===== src/rtl/register_bank.sv =====
// Processor register file for indices 1..Reg_count-2 of the one-hot select space.
// Per-register clear/write/increment updates, lowest-index combinational read, sticky multi-write flag.
module register_bank #(
  parameter int Reg_count = 16,
  parameter int reg_width = 12
) (
  input  logic                 clk,
  input  logic                 reset,
  input  logic [reg_width-1:0] datain,
  input  logic [Reg_count-1:0] write_en,
  input  logic [Reg_count-1:0] inc_en,
  input  logic [Reg_count-1:0] clr_en,
  input  logic [Reg_count-1:0] read_en,
  input  logic                 err_clr,
  output logic [reg_width-1:0] Register_file,
  output logic                 multi_write_err
);

  localparam int SelW = Reg_count - 2;
  localparam logic [SelW-1:0] SelOne = SelW'(1);
  localparam logic [reg_width-1:0] RegOne = reg_width'(1);

  logic [reg_width-1:0] regs [1:Reg_count-2];
  logic [SelW-1:0]      write_sel;
  logic                 multi_write;
  logic [reg_width-1:0] read_data;
  logic                 unused_strobes;

  assign write_sel = write_en[Reg_count-2:1];
  // Clearing the lowest set bit leaves something only when two or more bits are set.
  assign multi_write = |(write_sel & (write_sel - SelOne));

  // AC and DR strobes belong to other blocks.
  assign unused_strobes = ^{write_en[0], write_en[Reg_count-1],
                            inc_en[0], inc_en[Reg_count-1],
                            clr_en[0], clr_en[Reg_count-1],
                            read_en[0], read_en[Reg_count-1]};

  always_ff @(posedge clk or negedge reset) begin
    if (!reset) begin
      for (int i = 1; i <= Reg_count - 2; i++) begin
        regs[i] <= '0;
      end
    end else begin
      for (int i = 1; i <= Reg_count - 2; i++) begin
        if (clr_en[i]) begin
          regs[i] <= '0;
        end else if (write_en[i]) begin
          regs[i] <= datain;
        end else if (inc_en[i]) begin
          regs[i] <= regs[i] + RegOne;
        end
      end
    end
  end

  // A new multi-write in the same cycle as err_clr keeps the flag set.
  always_ff @(posedge clk or negedge reset) begin
    if (!reset) begin
      multi_write_err <= 1'b0;
    end else if (multi_write) begin
      multi_write_err <= 1'b1;
    end else if (err_clr) begin
      multi_write_err <= 1'b0;
    end
  end

  // Scanning downward lets the lowest selected index win.
  always_comb begin
    read_data = '0;
    for (int i = Reg_count - 2; i >= 1; i--) begin
      if (read_en[i]) begin
        read_data = regs[i];
      end
    end
  end

  assign Register_file = reset ? read_data : '0;

endmodule

===== config.mk =====
export PLATFORM = sky130hd
export DESIGN_NAME = register_bank
export DESIGN_NICKNAME = d
export VERILOG_FILES = /design/src/rtl/register_bank.sv
export SDC_FILE = /design/constraint.sdc
export NUM_CORES = 1
export LEC_CHECK = 0
export CORE_ASPECT_RATIO = 1.75
export CORE_MARGIN = 2
export CORE_UTILIZATION = 65
export DETAILED_ROUTE_END_ITERATION = 8
export DONT_BUFFER_PORTS = 1
export GPL_TIMING_DRIVEN = 0
export PLACE_DENSITY = 0.81
export SYNTH_ARGS = -nofsm -noshare
export SYNTH_HDL_FRONTEND = slang
export SYNTH_SLANG_ARGS = --single-unit

===== constraint.sdc =====
create_clock -name clk -period 3.38 [get_ports clk]
set_input_delay 1.014 -clock clk [delete_from_list [all_inputs] [get_ports clk]]
set_output_delay 1.014 -clock clk [all_outputs]
set_load 0.05 [all_outputs]

# Yosys cells after proc, flatten, opt, wreduce, memory -nomap -nowiden
# Cells that the tools add are included.
[classes] n_div=0 n_bitwise=1 mux=59 eq_ne=0 n_shift=0 n_lt_le_gt_ge=0 n_reduce_logical=16 mul=0 add_sub_neg=15
[op_table] operator="$mux W12" count=57
[op_table] operator="$add A12 B1 Y12 const B" count=14
[op_table] operator="$reduce_bool A3 Y1" count=14
[op_table] operator="$and A14 B14 Y14" count=1
[op_table] operator="$reduce_or A14 Y1" count=1
[op_table] operator="$sub A14 B1 Y14 const B" count=1
[op_table] operator="$mux W1" count=2
[op_table] operator="$reduce_bool A2 Y1" count=1
[totals] romBits=0 out_inout_bits=13 regBits=169 latchBits=0 mem_bits_rw=0 memories=0 in_bits=79 elab_cells=106

# Longest topological paths before layout
[depth] ltp_word=15 ltp_mapped=7

# Worst setup path after synthesis
# Ideal clock, no wire load.
[synth_timing] path_type="input port to output port" start="input port read_en[8]" end="output port Register_file[2]" path_slack_ns=-0.350 t_arrival_ns=2.716 path_stages=7 cell_sequence="buf_4 > nor2_4 > buf_4 > o221ai_1 > nor4b_1 > o31ai_1 > a31oi_1"
[synth_via] elab_chain_len=9
[synth_rtl] element="start: declaration" line_no="13" rtl="input logic [Reg_count-1:0] read_en,"
[synth_rtl] element="$mux W12 (8 in a row)" line_no="72" rtl="if (read_en[i]) begin"
[synth_rtl] element="$mux W12" line_no="78" rtl="assign Register_file = reset ? read_data : '0;"
[synth_rtl] element="end: declaration" line_no="15" rtl="output logic [reg_width-1:0] Register_file,"
# Every way passes these cells.

# Worst setup path in the final report
[layout_timing] start="input port read_en[9]" end="output port Register_file[1]"
[layout_via] elab_chain_len=10
[layout_rtl] element="$mux W12 (9 in a row)" line_no="72"
[layout_rtl] element="$mux W12" line_no="78"
# Every way passes these cells.

==> results.md <==
* Die height at 180 um
* Total vias in the final route at around 11000
* Violations in the final reports: setup timing
* I/O pins at a little over 90
* Router iterations before antenna repair at 8
* Slew Viols, Final at 0
* Post-Synthesis Cells at ~1400
* Min Tclk post-route at 3.52 ns
* Yosys cell types at 61
* Hold crit path type: primary input to async pin
* Die width at 105 um
* Total GRT Usage at about two fifths
* Yosys warning count at 0
* Post-CTS Hold Buffers at 0
* Pleak at ~5.2 nW
* H-tree levels at 4
* Max VDD drop at roughly 0.3 mV
* Final TNS setup at -0.567 ns
* CP endpoint kind: output pin
* Synth Flop Type: dfrtp_1
* Initial antenna violation count at 0
* Setup ws final at -0.138 ns
* Clock Latency Late Sink at 0.46 ns
* Die area at 0.0188 mm2
* RSZ-0062 raised after global routing: yes
* Setup Skew at 0.00829 ns
* Slew @ Worst Pin at 1.32 ns
* Maxcap violations at 0
* Syn Area/Cell at approximately 8 um2
* Power density of the placed cells at 398 mW/mm2
* Core Util, Final at 74.9%
* Final Total Pwr at 5.18 mW
* Register area share after synthesis at 36.8%
* Final setup fails at 10
* Largest area contributor in the netlist: dfrtp_1
* DP Wirelength at 27.2 mm
* Final net count at 1531
* Final Hold Vio Count at 0
* DRC at 0
* Grt ovf at 0
* Number of global-route vias before repair at 10700
* Maximum clock insertion buffer count at 2
* FP Rows at 64
* Wire per inst at between 20 and 25 um
* Num Clock Sinks at 169
* CTS tree: built
* Number of synthesized flops with an enable pin at 0
* P&R area growth vs syn at 13.1%
* Core ar. at 0.0174 mm2
* DR iter-0 viols at around 950
* TritonCTS buffer count at 17
* Synth top area share at ~37%
* Clock transition at the registers of the reported paths at 0.06 ns
* Clock Tree Root: clkbuf_16
* WP data required at about 2.4 ns
* Max Clk Rate at 0.284 GHz
* Flop and latch count out of synthesis at 169
* IO buf count at 0
* Initial Util at 66.2%
* Count leader, synth: nor2_1
* Hold_ws at 0.251 ns
* Relative slew margins at between 10% and 20%
* Routability congestion estimate at 1.01
* Max FO, Critical Path at 10
* Synth Cell Area at 0.0115 mm2
* Crit share post-route at 104%
* Post-DRT Antenna Nets at 0
* # diodes at 0
* Largest net degree at the start of global routing at between 150 and 200
* Vias per std cell at 6.61
* Largest cells by area after synthesis: dfrtp_1 37%, nor2_1 7.0%, xor2_1 6.8%, a21oi_1 5.8%, nand2_1 5.4%
* First-pass GRT wire length at 59.0 mm
* Arrival time worst endpoint at roughly 2.5 ns
* Crit path kind: primary input to output pin
* Startpoint Class: primary input
* Post-synth top cells: 214 x nor2_1, 169 x dfrtp_1, 164 x nand2_1
* Ratio of cells with drive above 1 in the final layout at 10.7%
* Drt total wl at 38.6 mm
* Asr flop ratio synth at 100%
* Status: finished, violations left
* Syn nets at 1506
==> stage by stage <==
| step | area, um2 | setup WS [ns] | instances |
|---|---|---|---|
| 2_1_floorplan | 11600 | -0.0999 | 1413 |
| 3_3_place_gp | 11900 | -0.356 | 1644 |
| 3_5_place_dp | 11900 | -0.380 | 1644 |
| 4_1_cts | 12800 | -0.0711 | 1680 |
| 5_1_grt | 13000 | -0.182 | 1682 |
| 6_report | 13000 | -0.138 | 1682 |
==> placed cells by master, fill, tap and decap left out, types with 34 or more instances in the layout <==
| cell type | count |
|---|---|
| dfrtp_1 | 169 |
| nand2_1 | 164 |
| a21oi_1 | 131 |
| mux2i_1 | 34 |
| o21ai_0 | 34 |
| nor2_1 | 213 |
| xnor2_1 | 60 |
| xor2_1 | 89 |
| clkbuf_1 | 67 |
| a211oi_1 | 36 |
| nand4_1 | 67 |
==> worst max-delay path: stages <==
cell and delay (ns):
inv_1 0.05, buf_4 0.22, o221ai_1 0.23, nor4b_2 0.38, o31ai_2 0.16, a31oi_4 0.44
==> path summary, 6_finish.rpt <==
kind / start / endpoint / slack [ns] / depth (start not counted)
setup / recovery: read_en[9] / Register_file[1] / -0.14 / 6
max in group asynchronous: reset / regs[106]$_DFFE_PN0P_ / 2.87 / 0
min in group clk: clr_en[9] / regs[71]$_DFFE_PN0P_ / 0.61 / 1
hold reg to reg: regs[21]$_DFFE_PN0P_ / regs[21]$_DFFE_PN0P_ / 0.61 / 2
setup reg to reg: regs[36]$_DFFE_PN0P_ / regs[46]$_DFFE_PN0P_ / 1.57 / 6
hold / removal: reset / regs[120]$_DFFE_PN0P_ / 0.25 / 0
==> routing by layer <==
metal	part of all wire, %	global-route usage [%]	vias up	routed length [um]
li1	-	-	5015	-
met1	34	45.2	5314	13000
met2	49	69.0	585	18900
met3	9.0	10.6	203	3490
met4	8.5	28.8	0	3280
met5	0	0	-	0
==> state kept, by name (all words and copies together) (netlist names) <==
signal	cells
multi_write_err	1
regs	168
==> repair_timing <==
action | 4_1_cts | 5_1_grt
setup endpoints to repair | 12 | 12
gates cloned | 2 | 1
buffers inserted | 2 | 1
resized for setup | 71 | 36
pin swaps | 30 | 17
==> cells by family after synthesis <==
group,share of synthesized area (%)
AO/OA/AOI/OAI,17.0
XOR/XNOR,11.4
adder cells (fa/ha/maj),1.80
buffers and inverters,4.92
flip-flops,36.8
multiplexers,2.96
AND/OR/NAND/NOR,25.2
==> area by class of cell <==
type / instances / area [um2]
buffer: 104 / 514
clock buffer: 25 / 495
clock inverter: 7 / 90.1
fill: 1318 / 4370
inverter: 30 / 113
multi-input combinational: 1110 / 7230
sequential: 169 / 4230
tap: 231 / 289
timing repair buffer: 6 / 46.3
==> report_power, final <==
part | switching (mW) | internal [mW]
logic | 0.522 | 0.300
clock network | 0.855 | 1.16
registers | 0.199 | 2.14
total | 1.58 | 3.61
Note: power is estimated with default switching activity, not from simulation.
